## src/rtl/cpu_pkg.sv

```systemverilog
// Shared selector definitions: mode encodings and channel-index width helper.
// No logic; constants and a pure function only.
// Imported by the selector and arbiter blocks.
package cpu_pkg;

    localparam logic MUX_MODE_DIRECT = 1'b0;
    localparam logic MUX_MODE_RR     = 1'b1;

    // Width of an index able to name n channels; never below one bit.
    function automatic int chan_idx_w(input int n);
        return (n <= 1) ? 1 : $clog2(n);
    endfunction

endpackage

```

## src/rtl/rr_arbiter.sv

```systemverilog
// Round-robin grant: first requester strictly after ptr, wrapping modulo N.
// Latency: purely combinational, zero cycles.
// Backpressure: none; the caller gates the grant with its own accept condition.
module rr_arbiter
    import cpu_pkg::*;
#(
    parameter  int N    = 4,
    localparam int SELW = chan_idx_w(N)
) (
    input  logic [N-1:0]    req,
    input  logic [SELW-1:0] ptr,
    output logic [SELW-1:0] gnt_idx,
    output logic            gnt_any
);

    // Scan farthest-to-nearest so the candidate closest after ptr wins last.
    always_comb begin
        gnt_idx = '0;
        gnt_any = 1'b0;
        for (int k = N; k >= 1; k--) begin
            logic [SELW-1:0] cand;
            cand = SELW'((int'(ptr) + k) % N);
            if (req[cand]) begin
                gnt_idx = cand;
                gnt_any = 1'b1;
            end
        end
    end

endmodule

```

## src/rtl/muxn_pipe.sv

```systemverilog
// N-input registered selector, directed or round-robin, with valid/ready and flush.
// Latency: one cycle from input transfer to out_valid; full throughput when out_ready=1.
// Backpressure: in_ready drops while the output is held (out_valid & ~out_ready) or flushing.
module muxn_pipe
    import cpu_pkg::*;
#(
    parameter  int WIDTH = 32,
    parameter  int N     = 4,
    localparam int SELW  = chan_idx_w(N)
) (
    input  logic               clk,
    input  logic               rst_n,
    input  logic               flush,
    input  logic               mode,
    input  logic [SELW-1:0]    sel,
    input  logic [N*WIDTH-1:0] in_data,
    input  logic [N-1:0]       in_valid,
    output logic [N-1:0]       in_ready,
    output logic [WIDTH-1:0]   out_data,
    output logic [SELW-1:0]    out_ch,
    output logic               out_valid,
    input  logic               out_ready
);

    logic [WIDTH-1:0] ch_data [N];
    logic [SELW-1:0]  rr_ptr;
    logic [SELW-1:0]  rr_idx;
    logic             rr_any;
    logic [SELW-1:0]  g;
    logic             grant_vld;
    logic             can_acc;
    logic             xfer;

    for (genvar i = 0; i < N; i++) begin : g_unpack
        assign ch_data[i] = in_data[i*WIDTH +: WIDTH];
    end

    rr_arbiter #(.N(N)) u_rr_arbiter (
        .req     (in_valid),
        .ptr     (rr_ptr),
        .gnt_idx (rr_idx),
        .gnt_any (rr_any)
    );

    assign can_acc = ~flush & (~out_valid | out_ready);

    // Directed mode always grants, so in_ready can lead in_valid on that channel.
    always_comb begin
        g         = '0;
        grant_vld = 1'b0;
        if (mode == MUX_MODE_RR) begin
            g         = rr_idx;
            grant_vld = rr_any;
        end else begin
            grant_vld = 1'b1;
            if (int'(sel) < N) begin
                g = sel;
            end
        end
    end

    always_comb begin
        in_ready = '0;
        if (rst_n && grant_vld && can_acc) begin
            in_ready[g] = 1'b1;
        end
    end

    assign xfer = in_valid[g] & in_ready[g];

    always_ff @(posedge clk or negedge rst_n) begin
        if (!rst_n) begin
            out_valid <= 1'b0;
            out_data  <= '0;
            out_ch    <= '0;
            rr_ptr    <= SELW'(N - 1);
        end else if (flush) begin
            out_valid <= 1'b0;
        end else if (xfer) begin
            out_valid <= 1'b1;
            out_data  <= ch_data[g];
            out_ch    <= g;
            if (mode == MUX_MODE_RR) begin
                rr_ptr <= g;
            end
        end else if (out_ready) begin
            out_valid <= 1'b0;
        end
    end

endmodule
```

## config.mk

```make
export PLATFORM = sky130hd
export DESIGN_NAME = muxn_pipe
export DESIGN_NICKNAME = d
export VERILOG_FILES = /design/src/rtl/cpu_pkg.sv /design/src/rtl/rr_arbiter.sv /design/src/rtl/muxn_pipe.sv
export SDC_FILE = /design/constraint.sdc
export NUM_CORES = 1
export LEC_CHECK = 0
export BUFFER_PORTS_ARGS = -buffer_cell sky130_fd_sc_hd__buf_2
export CAP_MARGIN = 10
export CORE_UTILIZATION = 25
export DETAILED_ROUTE_END_ITERATION = 10
export SETUP_SLACK_MARGIN = 0.02
export SLEW_MARGIN = 20
export SYNTH_ARGS = -nofsm -noshare
export SYNTH_HDL_FRONTEND = slang
export SYNTH_SLANG_ARGS = --single-unit
export TNS_END_PERCENT = 20
```

## constraint.sdc

```tcl
create_clock -name clk -period 2.7 [get_ports clk]
set_input_delay 0.54 -clock clk [delete_from_list [all_inputs] [get_ports clk]]
set_output_delay 0.54 -clock clk [all_outputs]
set_load 0.01 [all_outputs]
```

# [Word-level counts from Yosys, hierarchy flattened]
# Cells that the tools add are included.
# W data, S select, Z words.
[totals] regBits=37 word_cells=58 in_bits=139 out_inout_bits=39
[op_classes] bitwise_logic=6 mux=31 n_addsub=4 order_cmp=7 n_reduce_logical=6
[op_table] op="$bmux W32 S2" count=1
[op_table] op="$mux W32" count=2
[op_table] op="$lt A2 B3 Y1 const B" count=5
[op_table] op="$mux W1" count=15
[op_table] op="$bmux W1 S2" count=6
[op_table] op="$mux W2" count=5
[op_table] op="$add A2 B1 Y2 const B" count=2
[op_table] op="$add A2 B2 Y2 const B" count=2
[op_table] op="$mux W4" count=1
[op_table] op="$ge A3 B3 Y1 const B" count=1
[op_table] op="$logic_and A1 B1 Y1" count=3
[op_table] op="$not A2 Y3" count=1
[op_table] op="$reduce_and A3 Y1" count=1
[op_table] op="$reduce_bool A3 Y1" count=1
[op_table] op="$and A1 B1 Y1" count=2
[op_table] op="$demux W1 S2" count=1
[op_table] op="$ge A2 B1 Y1 const B" count=1
[op_table] op="$not A1 Y1" count=2
[op_table] op="$reduce_and A2 Y1" count=1
[op_table] op="$or A1 B1 Y1" count=1

# [Logic depth before layout (Yosys ltp)]
[logic_depth] word_depth=18 mapped_depth=9 depth_no_buf=6

# [Hierarchy]
# Synthesis repeated with hierarchy kept, for this count alone.
[hier_totals] cells_unflattened=402 area_unflattened_um2=2631.3
[by_module_without_submodules] mod="muxn_pipe" cells_each=388 area_per_inst_um2=2539.9 seq_area_each_um2=928.4 n_inst=1
[by_module_without_submodules] mod="rr_arbiter" cells_each=14 area_per_inst_um2=91.3 seq_area_each_um2=0.0 n_inst=1

# [Least setup slack after synthesis]
# No wires, ideal clock.
[synth_timing] path_type="in2reg" from="in mode" to="reg out_data[27]" arrival_time_ps=2312 setup_slack_ps=263 required_ps=2575 n_path_buf=3 cell_stages=7 setup_time_ps=125 cell_sequence="buf_2 > o21ai_1 > o32ai_2 > buf_4 > clkbuf_4 > mux4_2 > mux2_4"
[synth_between] elab_chain_cells=10 elab_cells_between_ends=20 cone_classes="order compare (2); mux (12); bitwise (2); reduce/logical (4)"
[synth_rtl] item="from (decl)" line_no="muxn_pipe.sv:14" source="input logic mode,"
[synth_rtl] item="$mux W2" line_no="muxn_pipe.sv:51" source="if (mode == MUX_MODE_RR) begin"
[synth_rtl] item="$lt A2 B3 Y1 (implied by the code) or $ge A2 B1 Y1 (tied branches)" line_no="muxn_pipe.sv:65" source="in_ready[g] = 1'b1;"
[synth_rtl] item="$logic_and A1 B1 Y1 (implied by the code)" line_no="muxn_pipe.sv:65"
[synth_rtl] item="$mux W1 (implied by the code)" line_no="muxn_pipe.sv:65"
[synth_rtl] item="$demux W1 S2" line_no="muxn_pipe.sv:65"
[synth_rtl] item="$mux W4" line_no="muxn_pipe.sv:64" source="if (rst_n && grant_vld && can_acc) begin"
[synth_rtl] item="$bmux W1 S2" line_no="muxn_pipe.sv:69" source="assign xfer = in_valid[g] & in_ready[g];"
[synth_rtl] item="$mux W1 (implied by the code)" line_no="muxn_pipe.sv:69"
[synth_rtl] item="$and A1 B1 Y1" line_no="muxn_pipe.sv:69"
[synth_rtl] item="$reduce_and A2 Y1 (no source line)"
[synth_rtl] item="to (signal assigned)" line_no="muxn_pipe.sv:81" source="out_data <= ch_data[g];"
[synth_rtl] item="to (decl)" line_no="muxn_pipe.sv:19" source="output logic [WIDTH-1:0] out_data,"
# Several ways; a longest one is shown, not always the timed one. The select of a mux whose other input is x is not followed.
# A chain may end at the register's enable or synchronous reset.

# [Worst setup path in the final report]
[layout_timing] from="reg rr_ptr[0]" to="out in_ready[0]"
[layout_between] elab_chain_cells=13 elab_cells_between_ends=30 cone_classes="add/sub (4); order compare (2); mux (21); reduce/logical (3)"
[layout_rtl] item="from (decl)" line_no="muxn_pipe.sv:26" source="logic [SELW-1:0] rr_ptr;"
[layout_rtl] item="from (signal assigned)" line_no="muxn_pipe.sv:76" source="rr_ptr <= SELW'(N - 1);"
[layout_rtl] item="from (signal assigned)" line_no="muxn_pipe.sv:84" source="rr_ptr <= g;"
[layout_rtl] item="$add A2 B1 Y2" line_no="rr_arbiter.sv:22" source="cand = SELW'((int'(ptr) + k) % N);"
[layout_rtl] item="$bmux W1 S2" line_no="rr_arbiter.sv:23" source="if (req[cand]) begin"
[layout_rtl] item="$mux W1 (implied by the code)" line_no="rr_arbiter.sv:23"
[layout_rtl] item="$mux W2 (4 in a row)" line_no="rr_arbiter.sv:23"
[layout_rtl] item="$mux W2" line_no="muxn_pipe.sv:51"
[layout_rtl] item="$lt A2 B3 Y1 (implied by the code) or $ge A2 B1 Y1 (tied branches)" line_no="muxn_pipe.sv:65"
[layout_rtl] item="$logic_and A1 B1 Y1 (implied by the code)" line_no="muxn_pipe.sv:65"
[layout_rtl] item="$mux W1 (implied by the code)" line_no="muxn_pipe.sv:65"
[layout_rtl] item="$demux W1 S2" line_no="muxn_pipe.sv:65"
[layout_rtl] item="$mux W4 (*)" line_no="muxn_pipe.sv:64"
[layout_rtl] item="to (decl)" line_no="muxn_pipe.sv:18" source="output logic [N-1:0] in_ready,"
# Mark *: on every way between the ends. The rest lies on a longest branch, timed or not. The select of a mux whose other input is x is not followed.

==> results.py <==
metrics = {
    "clock_network": {
        "hold_buffers": 0,
        "clk_path_buf_depth": 2,
        "clock-sinks": 37,
        "numCtsBuffers": 5,
        "path_clk_slew_ns": 0.08,
        "ctsResizeCount": 0,
        "htree_levels": 2,
        "tritoncts": "yes",
        "root_buffer": "clkbuf_8",
        "worstSkewPairLatency_ns": 0.29,
    },
    "sta": {
        "fin_crit_ns": 2.57,
        "period_share_pct": 95.2,
        "setup_viol": 0,
        "hold_slack_ns": 0.365,
        "final_hold_viol_count": 0,
        "slew_viol_final": 0,
        "slew_headroom_pct": 66.6,
        "setup_tns_ns": 0,
        "skew_ns": 0.0123,
        "rsz0062_at_grt": "no",
        "worst_pin_slew_ns": 0.500,
        "fmax_mhz": 389,
    },
    "final_layout": {
        "nNetsFinal": 479,
        "multi_input_comb_area_mm2": 0.00147,
        "seq_area_um2": 928,
        "layout-area-overhead-vs-synth_pct": 46.4,
        "drive_above_1_share_pct": 76.5,
        "fill_cells": 974,
        "diodes": 0,
    },
    "critical_path": {
        "required_ns": 2.16,
        "start_kind": "flip-flop",
        "worst-setup-path-type": "reg2out",
        "rrSetupSlack_ns": 0.14,
        "critical_path_arrival_ns": 2.03,
        "end_kind": "output port",
        "cp_max_fo": 6,
    },
    "synth": {
        "synthXorXnorAreaFrac_pct": 0,
        "synth_warnings": 0,
        "synth-compound-area-share_pct": 3.67,
        "syn-instance-count": 159,
        "synth_edf_count": 0,
        "ys_ff_latch": 37,
        "synthMuxAreaShare_pct": 48.8,
        "synth_area_mm2": 0.00252,
        "synth_ff_type": "dfrtp_1",
        "synth_fp_nets": 298,
        "synth-seq-area-share_pct": 36.8,
        "synthAdderAreaFrac_pct": 0,
        "synth-simple-area-share_pct": 5.56,
        "synth_top_family_by_area": "multiplexers",
        "synth_cell_types": 35,
        "synth-async-reset-ratio_pct": 100,
        "synth_area_per_cell_um2": 15.8,
    },
    "floorplanning": {
        "initial_core_util_pct": 25.8,
        "dieArea_mm2": 0.0105,
        "io_pins": 178,
        "die_w_um": 102,
        "dieHeight_um": 102,
        "core_area_mm2": 0.00977,
        "rows": 36,
    },
    "global_routing": {
        "grt_usage_pct": 11.7,
        "grt_antenna_before_repair": 0,
        "grt_pass1_wl_um": 9400,
        "gr-total-overflow": 0,
        "grt_max_degree": 38,
        "grt_pass1_vias": 1980,
    },
    "placed_design": {
        "post-dp-hpwl_um": 5310,
        "port_buffers": 177,
        "finalWeightedCongestion": 0.784,
    },
    "route": {
        "dr.first_iter.drc_count": 45,
        "antenna_left": 0,
        "avgRoutedWirePerCell_um": 13.8,
        "via_per_inst": 4.54,
        "firstDrtPassIters": 4,
        "wl_um": 6530,
        "drcViolationCount": 0,
        "vias": 2150,
    },
    "power": {
        "pwr_density_cell_mw_per_mm2": 804,
        "power_frac_seq_pct": 33.6,
        "power.total_mw": 2.97,
        "p_leak_nw": 1.81,
        "switchingPower_mw": 0.964,
        "p_int_mw": 2.00,
        "ir_worst_vdd_v": 0.000301,
        "pwr-share-clk_pct": 16.3,
        "comb_power_share_pct": 50.2,
        "switching_share_pct": 32.5,
    },
    "outcome": {
        "status": "finished clean",
    },
    "job": {
        "cap_violations": 0,
    },
    "min_path": {
        "hp-class": "in2async",
    },
}
## synth_stat cells, drive strengths merged, types with 2 or more instances
master	count	area, um2
nand2	2	7.51
nand2b	4	25.0
dfrtp	35	876
nor3	3	20.0
dfstp	2	52.6
nor3b	3	22.5
buf	8	81.3
a21oi	3	15.0
nor2	5	18.8
mux2i	2	20.0
inv	6	22.5
clkbuf	5	26.3
mux4	32	721
mux2	34	488
## worst max-delay path: stages (launching register included)
cell and delay (ns):
dfstp_2 0.55, nand2b_1 0.14, a21boi_1 0.12, o32ai_4 0.42, buf_12 0.16, nor3b_1 0.19, buf_2 0.16
## final timing paths
kind	start	end	depth (start not counted)
worst max-delay path	rr_ptr[0]$_DFFE_PN1P_	in_ready[0]	6
worst min-delay path	rst_n	out_ch[1]$_DFFE_PN0P_	2
worst max register to register	rr_ptr[0]$_DFFE_PN1P_	out_data[27]$_DFFE_PN0P_	7
worst min register to register	out_data[6]$_DFFE_PN0P_	out_data[6]$_DFFE_PN0P_	1
max in group asynchronous	rst_n	rr_ptr[1]$_DFFE_PN1P_	2
min in group clk	out_data[6]$_DFFE_PN0P_	out_data[6]$_DFFE_PN0P_	1
## sequential cells by signal (all words and copies together), names as in the netlist
signal,cells
out_ch,2
rr_ptr,2
out_valid,1
out_data,32
## metrics by stage
stage	util (%)	area [um2]	instances	setup slack [ns]
2_1_floorplan	-	2520	159	0.263
3_3_place_gp	36.4	3550	463	0.179
3_5_place_dp	36.4	3550	463	0.107
4_1_cts	37.5	3670	471	0.0655
5_1_grt	37.7	3690	474	0.0241
6_report	37.7	3690	474	0.129
## what timing repair did
| item | CTS | global route |
|---|---|---|
| setup buffers | 0 | 3 |
| pin swaps | 1 | 1 |
| setup endpoints to repair | 1 | 1 |
| gates cloned | 0 | 0 |
| endpoints found under the hold margin | 0 | 0 |
## placed cells by master (no fill, tap or decap), types with 2 or more instances in the layout
cell      Yosys  layout
inv_1         6       6
a21oi_1       3       3
clkbuf_8      0       5
mux2i_1       2       2
mux2_1        6       6
nor2_1        5       5
nor3b_1       3       3
buf_12        0       2
nand2_1       2       2
buf_2         2     177
buf_4         1       8
mux4_2       32      32
nand2b_1      4       4
dfstp_2       2       2
dfrtp_1      35      35
mux2_4       28      28
nor3_1        2       2
## layer usage
metal	track usage (%)	vias up	wire, um
met4	3.63	0	53
met5	0	-	0
li1	-	990	-
met2	20.0	107	3340
met1	15.1	1049	2730
met3	2.19	4	406
## power groups by stage
stage	combinational, mW	clock (mW)	sequential [mW]
floorplan	0.852	0	1.11
global placement	1.46	0	1.00
detailed placement	1.50	0	0.999
CTS	1.49	0.508	0.998
global route	1.60	0.538	1.03
finish	1.49	0.483	0.995
## kinds of logic after synthesis
logic type,Yosys count
AOI/OAI and AO/OA,12
muxes,68
DFF,37
buffers and inverters,19
and+or+nand+nor,23
## layout make-up
| type | count | area share [%] |
|---|---|---|
| clock buffer | 6 | 1.97 |
| clock inverter | 2 | 1.05 |
| inverter | 6 | 0.611 |
| multi-input combinational | 103 | 40.0 |
| sequential | 37 | 25.2 |
| tap | 133 | 4.51 |
| timing repair buffer | 187 | 26.7 |
No activity file was read; power rests on OpenSTA's default activity.
